## src/rtl/adc_iodelay_pkg.sv

```systemverilog
// adc_iodelay_pkg: IODELAY tap-tuner defaults, FSM states and the per-lane tap-field helper
package adc_iodelay_pkg;
  localparam int TAP_BITS_DEF = 5;
  localparam int NUM_TAPS_DEF = 32;
  localparam int MAX_BUS = 256;
  localparam int MAX_TAP = 8;
  typedef enum logic [3:0] {IDLE, INIT, LOAD, SETTLE, CHECK, NEXT, CALC, APPLY, DONE} tuner_state_t;
  function automatic logic [MAX_TAP-1:0] tap_field(input logic [MAX_BUS-1:0] bus, input int lane, input int bits);
    logic [MAX_BUS-1:0] m;
    m = (MAX_BUS'(1) << bits) - MAX_BUS'(1);
    return MAX_TAP'((bus >> (lane * bits)) & m);
  endfunction
endpackage

```

## src/rtl/adc_lane_eye_tracker.sv

```systemverilog
// adc_lane_eye_tracker: one lane's pass flag, current/best passing run and centre-tap choice
module adc_lane_eye_tracker #(
  parameter int TAP_BITS = 5,
  parameter int MIN_EYE = 4
) (
  input  logic                clk,
  input  logic                rst_n,
  input  logic                clear,
  input  logic                arm,
  input  logic                check,
  input  logic                step,
  input  logic                last,
  input  logic                sample,
  input  logic                prev,
  input  logic [TAP_BITS-1:0] tap,
  input  logic [TAP_BITS-1:0] dflt,
  output logic [TAP_BITS-1:0] centre,
  output logic                err
);
  localparam int LW = TAP_BITS + 1;
  logic pass;
  logic [TAP_BITS-1:0] run_start, best_start, cl_start;
  logic [LW-1:0] run_len, best_len, cl_len;
  always_comb begin
    cl_len = pass ? run_len + 1'b1 : run_len;
    cl_start = (pass && run_len == '0) ? tap : run_start;
  end
  always_ff @(posedge clk or negedge rst_n)
    if (!rst_n) begin
      pass <= 1'b0;
      run_start <= '0;
      run_len <= '0;
      best_start <= '0;
      best_len <= '0;
    end else if (clear) begin
      pass <= 1'b0;
      run_start <= '0;
      run_len <= '0;
      best_start <= '0;
      best_len <= '0;
    end else begin
      if (arm) pass <= 1'b1;
      else if (check && sample == prev) pass <= 1'b0;
      // strict > keeps the lowest window on equal lengths
      if (step) begin
        if (!pass || last) begin
          run_len <= '0;
          if (cl_len > best_len) begin
            best_len <= cl_len;
            best_start <= cl_start;
          end
        end else begin
          run_len <= cl_len;
          run_start <= cl_start;
        end
      end
    end
  assign err = best_len < LW'(MIN_EYE);
  assign centre = err ? dflt : best_start + TAP_BITS'(best_len >> 1);
endmodule

```

## src/rtl/adc_idelay_tap_tuner.sv

```systemverilog
// adc_idelay_tap_tuner: sweeps IODELAYE1 taps on all ADC lanes and loads each lane's eye centre
// Optional ADC_TAP_MANUAL_EN adds manual_ld/manual_cntvalue_all for direct tap loads in IDLE/DONE.
module adc_idelay_tap_tuner
  import adc_iodelay_pkg::*;
#(
  parameter int ADC_DATA_WIDTH = 8,
  parameter int TAP_BITS = TAP_BITS_DEF,
  parameter int NUM_TAPS = NUM_TAPS_DEF,
  parameter int SETTLE_CYCLES = 16,
  parameter int CHECK_CYCLES = 64,
  parameter int MIN_EYE = 4,
  parameter logic [ADC_DATA_WIDTH*TAP_BITS-1:0] DEFAULT_TAPS = '0
) (
  input  logic                               adc_clk_bufr,
  input  logic                               rst_n,
  input  logic                               train_start,
  input  logic [ADC_DATA_WIDTH-1:0]          adc_sample,
  output logic [ADC_DATA_WIDTH*TAP_BITS-1:0] idelay_cntvalue_all,
  output logic                               idelay_ld,
  output logic                               busy,
  output logic                               train_done,
  output logic [ADC_DATA_WIDTH-1:0]          train_err
`ifdef ADC_TAP_MANUAL_EN
  ,
  input  logic                               manual_ld,
  input  logic [ADC_DATA_WIDTH*TAP_BITS-1:0] manual_cntvalue_all
`endif
);
  localparam int BW = ADC_DATA_WIDTH * TAP_BITS;
  localparam int CMAX = SETTLE_CYCLES > CHECK_CYCLES ? SETTLE_CYCLES : CHECK_CYCLES;
  localparam int CW = $clog2(CMAX + 1);
  tuner_state_t state, state_nxt;
  logic boot, man_pend, man_req, idle_like, start_ok, cyc_last, last, arm, chk, step;
  logic [TAP_BITS-1:0] tap, tap_nxt;
  logic [CW-1:0] cyc;
  logic [BW-1:0] centres, man_cnt;
  logic [ADC_DATA_WIDTH-1:0] prev, errs;
  assign idle_like = (state == IDLE && !boot) || state == DONE;
  assign start_ok = idle_like && train_start;
  assign last = tap == TAP_BITS'(NUM_TAPS - 1);
  assign cyc_last = cyc == CW'(state == SETTLE ? SETTLE_CYCLES - 1 : CHECK_CYCLES - 1);
  assign tap_nxt = start_ok ? '0 : tap + 1'b1;
  assign arm = state == SETTLE && cyc_last;
  assign chk = state == CHECK;
  assign step = state == NEXT;
`ifdef ADC_TAP_MANUAL_EN
  assign man_req = idle_like && manual_ld && !train_start;
  assign man_cnt = manual_cntvalue_all;
`else
  assign man_req = 1'b0;
  assign man_cnt = '0;
`endif
  always_ff @(posedge adc_clk_bufr or negedge rst_n)
    if (!rst_n) state <= IDLE;
    else state <= state_nxt;
  always_comb begin
    state_nxt = state;
    idelay_ld = man_pend;
    busy = 1'b1;
    train_done = 1'b0;
    case (state)
      IDLE: begin
        busy = 1'b0;
        state_nxt = boot ? INIT : start_ok ? LOAD : IDLE;
      end
      INIT: begin
        busy = 1'b0;
        idelay_ld = 1'b1;
        state_nxt = IDLE;
      end
      LOAD: begin
        idelay_ld = 1'b1;
        state_nxt = SETTLE;
      end
      SETTLE: state_nxt = cyc_last ? CHECK : SETTLE;
      CHECK: state_nxt = cyc_last ? NEXT : CHECK;
      NEXT: state_nxt = last ? CALC : LOAD;
      CALC: state_nxt = APPLY;
      APPLY: begin
        idelay_ld = 1'b1;
        state_nxt = DONE;
      end
      DONE: begin
        busy = 1'b0;
        train_done = 1'b1;
        state_nxt = start_ok ? LOAD : DONE;
      end
      default: state_nxt = IDLE;
    endcase
  end
  always_ff @(posedge adc_clk_bufr or negedge rst_n)
    if (!rst_n) begin
      boot <= 1'b1;
      man_pend <= 1'b0;
      tap <= '0;
      cyc <= '0;
      prev <= '0;
      idelay_cntvalue_all <= DEFAULT_TAPS;
      train_err <= '0;
    end else begin
      boot <= 1'b0;
      man_pend <= man_req;
      prev <= adc_sample;
      cyc <= ((state == SETTLE || state == CHECK) && !cyc_last) ? cyc + 1'b1 : '0;
      // cntvalue is written on entry to LOAD/APPLY so it is stable while idelay_ld is high
      if (state_nxt == LOAD) begin
        tap <= tap_nxt;
        idelay_cntvalue_all <= {ADC_DATA_WIDTH{tap_nxt}};
      end else if (state == CALC) begin
        idelay_cntvalue_all <= centres;
        train_err <= errs;
      end else if (man_req) idelay_cntvalue_all <= man_cnt;
      if (start_ok) train_err <= '0;
    end
  for (genvar j = 0; j < ADC_DATA_WIDTH; j++) begin : g_lane
    adc_lane_eye_tracker #(.TAP_BITS(TAP_BITS), .MIN_EYE(MIN_EYE)) u_trk (
      .clk(adc_clk_bufr),
      .rst_n(rst_n),
      .clear(start_ok),
      .arm(arm),
      .check(chk),
      .step(step),
      .last(last),
      .sample(adc_sample[j]),
      .prev(prev[j]),
      .tap(tap),
      .dflt(TAP_BITS'(tap_field(MAX_BUS'(DEFAULT_TAPS), j, TAP_BITS))),
      .centre(centres[j*TAP_BITS +: TAP_BITS]),
      .err(errs[j])
    );
  end
endmodule

```

## config.mk

```make
export PLATFORM = sky130hd
export DESIGN_NAME = adc_idelay_tap_tuner
export DESIGN_NICKNAME = d
export VERILOG_FILES = /design/src/rtl/adc_iodelay_pkg.sv /design/src/rtl/adc_lane_eye_tracker.sv /design/src/rtl/adc_idelay_tap_tuner.sv
export SDC_FILE = /design/constraint.sdc
export NUM_CORES = 1
export LEC_CHECK = 0
export BUFFER_PORTS_ARGS = -buffer_cell sky130_fd_sc_hd__buf_2
export CORE_AREA = 2 2 198 200
export DETAILED_ROUTE_END_ITERATION = 10
export DIE_AREA = 0 0 200 202
export HOLD_SLACK_MARGIN = 0.03
export PLACE_DENSITY_LB_ADDON = 0.3
export RECOVER_POWER = 25
export SLEW_MARGIN = 25
export SYNTH_ARGS = -nofsm -noshare
export SYNTH_HDL_FRONTEND = slang
export SYNTH_SLANG_ARGS = --single-unit
```

## constraint.sdc

```tcl
create_clock -name adc_clk_bufr -period 4.35 [get_ports adc_clk_bufr]
set_clock_uncertainty 0.05 [all_clocks]
set_input_delay 0 -clock adc_clk_bufr [delete_from_list [all_inputs] [get_ports adc_clk_bufr]]
set_output_delay 0 -clock adc_clk_bufr [all_outputs]
set_load 0.005 [all_outputs]
```

Word level (Yosys, flattened, before mapping)
Index checks and enable logic that the tools add are counted.
{"block": "word_totals", "ff_bits": 257, "latchBits": 0, "ram_bits": 0, "mem_bits_ro": 0, "inputBits": 11, "out_inout_bits": 51, "word_cells": 382, "mem_count": 0}
{"block": "classes", "n_addsub": 18, "mul": 0, "div": 0, "magnitude_cmp": 16, "n_eq_ne": 28, "shifts": 0, "mux": 178, "bitwise_logic": 0, "n_reduce_logical": 95}
{"cell": "2-to-1 mux 6 bit", "n": 65}
{"cell": "2-to-1 mux 5 bit", "n": 73}
{"cell": "2-to-1 mux 40 bit", "n": 2}
{"cell": "adder 6 x 1 -> 6 bit (second input constant)", "n": 8}
{"cell": "greater-than comparator 6 bit", "n": 8}
{"cell": "zero test 6 bit", "n": 8}
{"cell": "< comparator 6 x 3 -> 1 bit (second input constant)", "n": 8}
{"cell": "adder 5 bit", "n": 8}
{"cell": "nonzero test 2 bit", "n": 19}
{"cell": "case mux 4 bit (8 select lines)", "n": 1}
{"cell": "2-to-1 mux 1 bit", "n": 28}
{"cell": "2-to-1 mux 8 bit", "n": 3}
{"cell": "AND reduction 3 bit", "n": 8}
{"cell": "nonzero test 3 bit", "n": 8}
{"cell": "logical AND 1 bit", "n": 20}
{"cell": "inequality test 2 bit (second input constant)", "n": 9}
{"cell": "AND reduction 2 bit", "n": 9}
{"cell": "== test 4 x 3 -> 1 bit (second input constant)", "n": 4}
{"cell": "== test 4 x 2 -> 1 bit (second input constant)", "n": 3}
{"cell": "zero test 1 bit", "n": 10}
{"cell": "logical OR 1 bit", "n": 10}
{"cell": "== test 1 bit", "n": 8}
{"cell": "adder 7 x 1 -> 7 bit (second input constant)", "n": 1}
{"cell": "== test 7 x 6 -> 1 bit", "n": 1}
{"cell": "10 further kinds", "n": 13}

Longest topological paths before layout
Gate-level depths: netlist of run 1.
{"block": "logic_depth", "ltp_word": 10, "ltp_mapped": 12, "depth_no_buf": 10}

By module
From an unflattened synthesis of run 1, not the netlist that was laid out.
{"block": "unflattened", "hier_cells": 1703, "hier_area_um2": 16365.7}
{"mod": "adc_lane_eye_tracker", "n_inst": 8, "cells_per_inst": 179, "area_per_inst_um2": 1635.3, "seq_area_each_um2": 575.6}
{"mod": "adc_idelay_tap_tuner", "n_inst": 1, "cells_per_inst": 271, "area_per_inst_um2": 3283.1, "seq_area_each_um2": 1828.0}

Worst setup path after synthesis of run 1
OpenSTA, ideal clock, no wires.
{"block": "synth_path", "path_type": "reg2reg", "startpoint": "reg g_lane[1].u_trk.pass", "endpoint": "reg g_lane[1].u_trk.best_len[0]", "setup_time_ns": 0.094, "t_arrival_ns": 2.788, "required_ns": 4.206, "slack_ns": 1.418, "stages_incl_launch_ff": 13, "n_path_buf": 2, "period_less_slack_ns": 2.932, "cell_sequence": "dfrtp_1 -> clkbuf_1 -> nand4_1 -> nor2_1 -> xnor2_1 -> inv_1 -> ha_1 -> and4_1 -> a311o_1 -> a31oi_4 -> buf_2 -> nor2_1 -> a211oi_1"}
{"block": "synth_between", "elab_chain_len": 5, "elab_cells_between_ends": 11, "classes_between": "order compare (1); mux (5); reduce/logical (5)"}
{"item": "from (decl)", "line": "adc_lane_eye_tracker.sv:21", "text": "logic pass;"}
{"item": "from (signal assigned)", "line": "adc_lane_eye_tracker.sv:30", "text": "pass <= 1'b0;"}
{"item": "from (signal assigned)", "line": "adc_lane_eye_tracker.sv:36", "text": "pass <= 1'b0;"}
{"item": "from (signal assigned)", "line": "adc_lane_eye_tracker.sv:42", "text": "if (arm) pass <= 1'b1;"}
{"item": "parallel branches: the longest is 5 deep, another holds greater-than comparator 6 bit"}
{"item": "to (signal assigned)", "line": "adc_lane_eye_tracker.sv:49", "text": "best_len <= cl_len;"}
{"item": "to (decl)", "line": "adc_lane_eye_tracker.sv:23", "text": "logic [LW-1:0] run_len, best_len, cl_len;"}
Several ways; the timed one is not identified. The select of a mux whose other input is x is not followed.
A chain may end at the register's enable or synchronous reset.

Worst setup path in the final report of run 1
{"block": "layout_path", "startpoint": "reg tap[4]", "endpoint": "reg idelay_cntvalue_all[5]"}
{"block": "layout_between", "elab_chain_len": 5, "elab_cells_between_ends": 6, "classes_between": "eq/ne (2); mux (3); reduce/logical (1)"}
{"item": "from (decl)", "line": "adc_idelay_tap_tuner.sv:34", "text": "logic [TAP_BITS-1:0] tap, tap_nxt;"}
{"item": "from (signal assigned)", "line": "adc_idelay_tap_tuner.sv:107", "text": "tap <= tap_nxt;"}
{"item": "== test 5 bit (*)", "line": "adc_idelay_tap_tuner.sv:40", "text": "assign last = tap == TAP_BITS'(NUM_TAPS - 1);"}
{"item": "2-to-1 mux 3 bit (*)", "line": "adc_idelay_tap_tuner.sv:77", "text": "NEXT: state_nxt = last ? CALC : LOAD;"}
{"item": "case mux 4 bit (8 select lines) (*)", "line": "adc_idelay_tap_tuner.sv:61", "text": "case (state)"}
{"item": "== test 4 x 2 -> 1 bit (*)", "line": "adc_idelay_tap_tuner.sv:106", "text": "if (state_nxt == LOAD) begin"}
{"item": "2-to-1 mux 40 bit or nonzero test 2 bit (tied branches)"}
{"item": "to (signal assigned)", "line": "adc_idelay_tap_tuner.sv:108", "text": "idelay_cntvalue_all <= {ADC_DATA_WIDTH{tap_nxt}};"}
{"item": "to (signal assigned)", "line": "adc_idelay_tap_tuner.sv:110", "text": "idelay_cntvalue_all <= centres;"}
{"item": "to (signal assigned)", "line": "adc_idelay_tap_tuner.sv:112", "text": "end else if (man_req) idelay_cntvalue_all <= man_cnt;"}
{"item": "to (decl)", "line": "adc_idelay_tap_tuner.sv:18", "text": "output logic [ADC_DATA_WIDTH*TAP_BITS-1:0] idelay_cntvalue_all,"}
Mark *: on every way between the ends. The rest lies on a longest branch, timed or not.

==> results_dict.tcl, run 1 <==
set metrics [dict create \
    dpl-instance-area_um2 15200 \
    fp.dieH_um 202 \
    drt_wl_total_um 36300 \
    die-area_um2 40400 \
    p_int_mw 6.90 \
    setup_violations 0 \
    io_pins 62 \
    clk_pin_slew_ns 0.06 \
    p_switching_mw 4.14 \
    hold_class "in -> reg" \
    power_density_nw_per_um2 680 \
    row_count 72 \
    cp_data_required_time_ns 4.69 \
    max_freq_mhz 277 \
    holdWs_ns 0.0964 \
    cts.sinks 257 \
    hpwl_um 24100 \
    post-cts-setup-buffers 0 \
    seq_area_um2 6430 \
    fillers 3702 \
    cpMaxStageDelayCell "dfrtp_1" \
    grt_usage_pct 18.4 \
    cts_buffers 29 \
    worstMarginPinSlew_ns 2.86 \
    path_cells "ha_1 -> inv_1 -> nand2_1 -> buf_4 -> nor2_1 -> a21oi_1 -> a2bb2oi_1" \
    fp.dieW_um 200 \
    outcome "finished, violations left" \
    cts.repair.resized 0 \
    max-vdd-ir-drop_mv 0.299 \
    syn_nets 1565 \
    fin_crit_ns 3.60 \
    final.setup.tns_ns 0 \
    critPathArrivalTime_ns 3.95 \
    antenna_found_initial 1 \
    ys_warn_count 0 \
    ys_seq_area_share_pct 44.9 \
    maxSlewHeadroom_pct -90.7 \
    postSynthCellCount 1447 \
    grt_overflow 0 \
    synth_top_area_share_pct 44.7 \
    syn2layout_area_growth_pct 13.3 \
    multi_input_area_um2 7280 \
    vias 10782 \
    clockPowerShare_pct 23.3 \
    slowest_delay_ns 0.82 \
    cp_max_fo 26 \
    synthTopCellsByArea "dfrtp_1, ha_1, mux2i_1, o21ai_0, xnor2_1" \
    yosys.area.top_type "dfrtp_1" \
    htree_levels 1 \
    report.final.slew_viol_count 111 \
    crit_path_end_kind "flop" \
    finalInstanceArea_um2 16200 \
    p_leak_nw 7.62 \
    finalWeightedCongestion 0.809 \
    total_power_mw 11.0 \
    drv_cap 1 \
    setup.worst_path.start_class "flop" \
    nNetsFinal 1610 \
    wl_per_cell_um 17.9 \
    hold_violations 0 \
    grt_pass1_wl_um 58700 \
    root_buffer "clkbuf_16" \
    drive_gt1_share_pct 8.65 \
    p_comb_share_pct 37.4 \
    final_antenna_net_count 0 \
    path_class "reg -> reg" \
    cts_tree "yes" \
    portBuffers 61 \
    synth_edf_count 0 \
    netlist_area_um2 14300 \
    insertion_delay_ns 0.55 \
    yosys_most_used_dff "dfrtp_1" \
    synth.avg_cell_area_um2 9.90 \
    rsz0062_at_grt "false" \
    clockBufferDepth 3 \
    violations "capacitance limit, slew limit" \
    drt_iter0_drc 551 \
    viasPerCell 5.31 \
    async_flop_share_pct 100 \
    final.period_utilization_pct 82.8 \
    diodes 0 \
    synth_seq_cells 257 \
    grt_start_max_net_pins 112 \
    seqPwrFrac_pct 39.2 \
    fp.coreArea_um2 38300 \
    sw_frac_of_total_pct 37.5 \
    yosysUniqueCellTypes 49 \
    first_pass_iters 5 \
    start_util_pct 37.4 \
    drc 0 \
    grt_pass1_vias 10726 \
]
-- synth_stat cells (all sizes together), types with 3 or more instances --
cell and count:
and4 6, a31oi 7, nand2b 3, nor3 5, xnor2 53, nand2 114
o21ai 123, o21a 4, nand3 76, fa 8, a21o 25, and3 6
a311o 6, nor2b 23, mux2 6, nand3b 9, mux2i 78, a211oi 54
a2bb2oi 41, inv 74, dfrtp 256, o31ai 8, nor4b 8, nor2 119
ha 99, xor2 34, nand4 26, a22oi 6, buf 22, clkbuf 58
a21oi 75
-- logic make-up (layout without fill, tap and decap cells) --
kind of cell,after synthesis,count (layout),share of synthesized area (%)
DFF,257,257,44.9
other,1,1,0.0262
and+or+nand+nor,402,402,13.4
xor gates and xnor gates,87,87,5.32
adders and majority gates,107,107,9.77
buffers and inverters,154,221,4.40
muxes,84,84,5.92
AOI/OAI and AO/OA,355,355,16.3
-- layout by cell type (no fill, tap or decap), types with 9 or more instances in the layout --
cell and instances:
dfrtp_1 256, ha_1 99, nand4_1 26, clkbuf_16 29
a211oi_1 52, xor2_1 34, dlygate4sd3_1 10, nand3_1 76
a2bb2oi_1 41, a21oi_1 75, nand3b_1 9, buf_4 21
o21ai_0 122, nor2b_1 23, mux2i_1 78, nand2_1 113
xnor2_1 53, a21o_1 25, nor2_1 119, inv_1 74
clkbuf_1 29, buf_2 34
-- stage by stage --
stage               setup WS (ns)  utilization (%)  cells
finish                      0.746             42.4   2032
global route                0.529             42.4   2032
CTS                         0.767             42.5   2032
detailed placement          0.760             39.6   1969
global placement            0.846             39.6   1969
floorplan                    1.42                -   1447
-- power by group through the flow --
| stage | logic (mW) | registers (mW) | clock network, mW |
|---|---|---|---|
| 4_1_cts | 4.20 | 4.33 | 2.64 |
| 3_5_place_dp | 4.17 | 4.36 | 0 |
| 6_report | 4.13 | 4.33 | 2.58 |
| 2_1_floorplan | 3.21 | 4.01 | 0 |
| 3_3_place_gp | 4.06 | 4.34 | 0 |
| 5_1_grt | 4.78 | 4.49 | 2.73 |
-- registers in the layout (all words and copies together), names as in the netlist --
| name | flops |
|---|---|
| g_lane.u_trk.best_len | 48 |
| g_lane.u_trk.run_len | 48 |
| g_lane.u_trk.best_start | 40 |
| g_lane.u_trk.run_start | 40 |
| idelay_cntvalue_all | 40 |
| g_lane.u_trk.pass | 8 |
| prev | 8 |
| train_err | 8 |
| cyc | 7 |
| tap | 5 |
| state | 4 |
| boot | 1 |
-- repair_timing --
item	4_1_cts	5_1_grt
setup endpoints to repair	0	0
endpoints found under the hold margin	128	0
hold buffers	10	0
-- final timing paths --
check	from	to	slack [ns]	cells after the start
max	tap[4]	idelay_cntvalue_all[5]	0.75	7
min	adc_sample[6]	prev[6]	0.1	2
max reg2reg	tap[4]	idelay_cntvalue_all[5]	0.75	7
min reg2reg	cyc[0]	cyc[0]	0.41	1
max in group asynchronous	rst_n	g_lane[5].u_trk.run_len[0]	1.51	3
min in group asynchronous	rst_n	g_lane[6].u_trk.best_len[5]	0.87	2
-- per-layer routing --
layer | track usage [%] | vias to the layer above | part of all wire, %
li1 | - | 5226 | -
met1 | 25.2 | 5266 | 46
met2 | 30.0 | 238 | 46
met3 | 3.07 | 52 | 5.9
met4 | 4.66 | 0 | 2.3
met5 | 0 | - | 0
-- layout make-up --
class                   count  share of cell area [%]
inverters                  74                    1.71
clock inverters            14                    1.09
clock buffers              39                    5.14
repair buffers             94                    3.52
flip-flops and latches    257                    39.6
well taps                 518                    4.00
multi-input cells        1036                    44.9
-- critical path: cells and delay by family, from the launching register on --
family	cells	cell delay, ns
fa+ha+maj	1	0.75
buf+inv	2	0.61
flops	1	0.82
compound gates	2	0.97
simple gates	2	0.25
(Power assumes the default switching activity.)
==> run 2: changes to the inputs <==
==> constraint.sdc (replaced) <==
create_clock -name adc_clk_bufr -period 3.2 [get_ports adc_clk_bufr]
set_clock_uncertainty 0.05 [all_clocks]
set_input_delay 0 -clock adc_clk_bufr [delete_from_list [all_inputs] [get_ports adc_clk_bufr]]
set_output_delay 0 -clock adc_clk_bufr [all_outputs]
set_load 0.005 [all_outputs]
==> run 2 against run 1 <==
The run still ends with capacitance limit, slew limit left. Largest cell class unchanged. Count of clock-buffer cells in the layout is 1 lower. Critical endpoint is now g_lane[0].u_trk.best_len[1]. Wire length is 2.4% lower. Sequential power is 33% higher. Worst hold slack worse by 0.012 ns. Via count is 0.32% higher. First-iteration DRC count is 32% higher. Clock power is 36% higher. Non-clock buffer count is 34 higher. Core utilization is 0.82 points higher. Power is 36% higher.
==> results_dict.tcl, run 2 (synthesis gave the netlist of run 1 again) <==
set metrics [dict create \
    insertion_delay_ns 0.57 \
    cts.repair.resized 0 \
    wl_per_cell_um 17.1 \
    row_count 72 \
    vias 10817 \
    io_pins 62 \
    clk_pin_slew_ns 0.06 \
    crit_path_end_kind "flop" \
    portBuffers 61 \
    cts_tree "yes" \
    fp.dieW_um 200 \
    cts.sinks 257 \
    die-area_um2 40400 \
    start_util_pct 37.4 \
    drt_iter0_drc 725 \
    hold_class "in -> reg" \
    final.period_utilization_pct 92.7 \
    setup.worst_path.start_class "flop" \
    final_common_cell "dfrtp_1" \
    grt_pass1_vias 10850 \
    violations "capacitance limit, slew limit" \
    mostFrequentLayoutCells "dfrtp_1, o21ai_0, nor2_1" \
    grt_start_max_net_pins 100 \
    hold_depth 2 \
    power_density_nw_per_um2 907 \
    worst_hold_startpoint "adc_sample[0]" \
    viasPerCell 5.23 \
    cp_data_required_time_ns 3.59 \
    grt_usage_pct 18.1 \
    max_freq_mhz 337 \
    reg2reg_to "g_lane[0].u_trk.best_len[1]" \
    grt_pass1_wl_um 58200 \
    nNetsFinal 1645 \
    cts_buffers 30 \
    fp.coreArea_um2 38300 \
    hpwl_um 24100 \
    holdWs_ns 0.0848 \
    drive_gt1_share_pct 11.7 \
    rr_startpoint "g_lane[0].u_trk.run_len[0]" \
    worstHoldEndpoint "prev[0]" \
    top_regs "g_lane.u_trk.best_len x48, g_lane.u_trk.run_len x48" \
    htree_levels 1 \
    maxSlewHeadroom_pct -79.3 \
    syn2layout_area_growth_pct 15.4 \
    hold_violations 0 \
    grt_overflow 0 \
    diodes 0 \
    path_class "reg -> reg" \
    outcome "finished, violations left" \
    p_leak_nw 7.86 \
    finalWeightedCongestion 0.819 \
    drv_cap 1 \
    rsz0062_at_grt "false" \
    root_buffer "clkbuf_16" \
    antenna_found_initial 0 \
    setup_violations 0 \
    critPathArrivalTime_ns 3.36 \
    fp.dieH_um 202 \
    drt_wl_total_um 35400 \
    max-vdd-ir-drop_mv 0.461 \
    total_power_mw 15.0 \
    r2r_slack_ns 0.23 \
    final.setup.tns_ns 0 \
    first_pass_iters 6 \
    report.final.slew_viol_count 99 \
    clockBufferDepth 3 \
    worstRegToRegCells 11 \
    final_antenna_net_count 0 \
    cp_max_fo 17 \
    drc 0 \
    worstMarginPinSlew_ns 2.69 \
    fin_crit_ns 2.97 \
]
==> run 2: stage by stage <==
stage	setup WS [ns]	cells	area (um^2)	util, %
global placement	0.346	2000	15400	40.3
floorplan	0.268	1447	14300	-
finish	0.233	2069	16500	43.2
CTS	0.234	2069	16600	43.2
detailed placement	0.260	2000	15400	40.3
global route	0.0295	2069	16500	43.2
==> run 2: final cells by class <==
class	instances	area (um^2)
clock inverter	18	181
clock buffer	38	832
tap	518	648
fill	3676	21700
multi-input combinational	1036	7280
timing repair buffer	128	881
sequential	257	6430
inverter	74	278
==> run 2: where the power goes <==
part	internal (mW)	total [mW]	leakage [nW]	switching, mW
sequential	4.59	5.74	3.28	1.16
clock	2.08	3.50	0.503	1.42
combinational	2.73	5.76	4.08	3.03
==> run 2: critical path, cell delays in order, from the launching register on <==
cell,delay [ns]
dfrtp_1,0.44
ha_1,0.27
nand4_1,0.12
xor2_1,0.27
inv_1,0.08
ha_1,0.30
and4_1,0.21
a311o_1,0.39
a31oi_4,0.20
buf_4,0.26
mux2i_1,0.22
nor2_1,0.05
==> run 2: worst max-delay path by stage <==
stage | start | to | cells past startpoint | slack (ns)
finish | g_lane[0].u_trk.run_len[0] | g_lane[0].u_trk.best_len[1] | 11 | 0.23
global route | g_lane[1].u_trk.run_len[0] | g_lane[1].u_trk.best_start[2] | 11 | 0.03
CTS | g_lane[4].u_trk.run_len[0] | g_lane[4].u_trk.best_len[1] | 11 | 0.23
detailed placement | g_lane[4].u_trk.run_len[0] | g_lane[4].u_trk.best_len[1] | 11 | 0.26
global placement | g_lane[4].u_trk.run_len[0] | g_lane[4].u_trk.best_len[1] | 11 | 0.35
floorplan | g_lane[1].u_trk.pass | g_lane[1].u_trk.best_len[0] | 12 | 0.27
==> run 2: layer usage <==
metal	track usage (%)	share of wire (%)	vias to the layer above
met5	0	0	-
met4	4.18	1.6	0
met3	2.65	4.2	40
met2	30.4	47	180
met1	24.5	47	5301
li1	-	-	5296
==> run 2: repair_timing <==
item	in CTS	in global routing
setup buffers	0	0
hold buffers	13	0
hold endpoints to repair	161	0
==> run 3: changes to the inputs <==
--- a/config.mk
+++ b/config.mk
@@ -5,7 +5,8 @@
 export SDC_FILE = /design/constraint.sdc
 export NUM_CORES = 1
 export LEC_CHECK = 0
-export BUFFER_PORTS_ARGS = -buffer_cell sky130_fd_sc_hd__buf_2
+export BUFFER_PORTS_ARGS = -buffer_cell sky130_fd_sc_hd__clkbuf_2
+export CAP_MARGIN = 20
 export CORE_AREA = 2 2 198 200
 export DETAILED_ROUTE_END_ITERATION = 10
 export DIE_AREA = 0 0 200 202
==> run 3 against run 2 <==
The run still ends with capacitance limit, slew limit left. Power fell by 1.7%. Cell count down 0.34%. Non-clock buffer count down 4. Sequential power about the same. Count of clock-buffer cells in the layout up 3. Wire length is 0.71% higher. Setup slack gained 0.0096 ns.
==> results_dict.tcl, run 3 (synthesis gave the netlist of run 1 again) <==
set metrics [dict create \
    row_count 72 \
    io_pins 62 \
    p_leak_nw 7.75 \
    worstHoldEndpoint "prev[6]" \
    clk_pin_slew_ns 0.06 \
    violations "capacitance limit, slew limit" \
    finalInstanceArea_um2 16400 \
    mostFrequentLayoutCells "dfrtp_1, o21ai_0, nor2_1" \
    hold_depth 2 \
    pre_cts_ws_ns 0.228 \
    worst_hold_startpoint "adc_sample[6]" \
    maxSlewHeadroom_pct -5.68 \
    cts_tree "yes" \
    first_pass_iters 5 \
    top_regs "g_lane.u_trk.best_len x48, g_lane.u_trk.run_len x48" \
    fp.coreArea_um2 38300 \
    cts.repair.resized 0 \
    path_class "reg -> reg" \
    critPathArrivalTime_ns 3.34 \
    drt_iter0_drc 690 \
    clockBufferDepth 3 \
    p_int_mw 9.18 \
    wl_per_cell_um 17.3 \
    fin_cells 2062 \
    diodes 0 \
    clockPowerShare_pct 22.0 \
    grt_overflow 0 \
    drc 0 \
    max-vdd-ir-drop_mv 0.447 \
    vias 10823 \
    cp_data_required_time_ns 3.59 \
    viasPerCell 5.25 \
    r2r_slack_ns 0.24 \
    finalWeightedCongestion 0.837 \
    final.setup.tns_ns 0 \
    final.period_utilization_pct 92.4 \
    max_freq_mhz 338 \
    dpl-instance-area_um2 15400 \
    cts_buffers 30 \
    start_util_pct 37.4 \
    outcome "finished, violations left" \
    syn2layout_area_growth_pct 14.6 \
    worstMarginPinSlew_ns 1.59 \
    worst_slack_ns 0.242 \
    cp_max_fo 13 \
    reg2reg_to "g_lane[0].u_trk.best_len[1]" \
    fin_crit_ns 2.96 \
    nNetsFinal 1641 \
    seqPwrFrac_pct 39.0 \
    drv_cap 1 \
    grt_pass1_vias 10779 \
    grt_pass1_wl_um 58000 \
    grt_usage_pct 18.2 \
    total_power_mw 14.8 \
    fin_util_pct 42.9 \
    holdWs_ns 0.0759 \
    fp.dieW_um 200 \
    cts.sinks 257 \
    report.final.slew_viol_count 31 \
    fillers 3688 \
    grt_start_max_net_pins 96 \
    p_switching_mw 5.57 \
    antenna_found_initial 0 \
    htree_levels 1 \
    p_comb_share_pct 39.0 \
    rr_startpoint "g_lane[0].u_trk.run_len[0]" \
    power_density_nw_per_um2 899 \
    drt_wl_total_um 35700 \
    final_antenna_net_count 0 \
    fp.dieH_um 202 \
    portBuffers 61 \
    setup_violations 0 \
    insertion_delay_ns 0.56 \
    hpwl_um 24200 \
    worstRegToRegCells 11 \
    sw_frac_of_total_pct 37.8 \
    rsz0062_at_grt "false" \
    hold_violations 0 \
    crit_path_end_kind "flop" \
    die-area_um2 40400 \
    root_buffer "clkbuf_16" \
    hold_class "in -> reg" \
    drive_gt1_share_pct 9.72 \
    setup.worst_path.start_class "flop" \
    final_common_cell "dfrtp_1" \
    dp_cells 1995 \
]
run 3: final cells by class:
type	count	area (um^2)	area share [%]
Clock buffer	41	833	5.08
Clock inverter	12	88.8	0.541
Inverter	74	278	1.69
Timing Repair Buffer	124	850	5.18
Tap cell	518	648	3.95
Sequential cell	257	6430	39.2
Multi-Input combinational cell	1036	7280	44.4
run 3: worst max-delay path, stage by stage, from the launching register on:
cell     delay [ns]
dfrtp_1        0.44
ha_1           0.27
nand4_1        0.11
xor2_1         0.28
inv_1          0.08
ha_1           0.29
and4_1         0.20
a311o_1        0.39
a31oi_4        0.32
buf_12         0.18
mux2i_1        0.18
nor2_1         0.05
run 3: timing repair:
action | CTS | global route
setup buffers | 0 | 2
endpoints found under the setup margin | 0 | 9
hold buffers | 12 | 0
hold endpoints to repair | 276 | 0
run 3: worst max path at each step:
stage / start / endpoint / slack, ns / depth (start not counted)
global placement: g_lane[3].u_trk.run_len[0] / g_lane[3].u_trk.best_len[2] / 0.28 / 10
CTS: g_lane[6].u_trk.run_len[0] / g_lane[6].u_trk.best_len[3] / 0.21 / 10
finish: g_lane[0].u_trk.run_len[0] / g_lane[0].u_trk.best_len[1] / 0.24 / 11
global route: g_lane[0].u_trk.run_len[0] / g_lane[0].u_trk.best_start[4] / 0.005 / 11
floorplan: g_lane[1].u_trk.pass / g_lane[1].u_trk.best_len[0] / 0.27 / 12
detailed placement: g_lane[6].u_trk.run_len[0] / g_lane[6].u_trk.best_len[3] / 0.23 / 10
run 3: per-layer routing:
metal / GRT usage, % / up-vias / routed length, um
met5: 0 / - / 0
met4: 5.11 / 0 / 913
met3: 2.47 / 60 / 1400
met2: 30.2 / 206 / 16700
met1: 24.8 / 5280 / 16700
li1: - / 5277 / -
run 3: power groups by stage:
stage | Combinational (mW) | Clock, mW | Sequential [mW]
floorplan | 4.36 | 0 | 5.45
global placement | 5.68 | 0 | 5.76
detailed placement | 5.82 | 0 | 5.79
CTS | 5.87 | 3.33 | 5.75
global route | 6.64 | 3.48 | 5.96
finish | 5.75 | 3.25 | 5.75
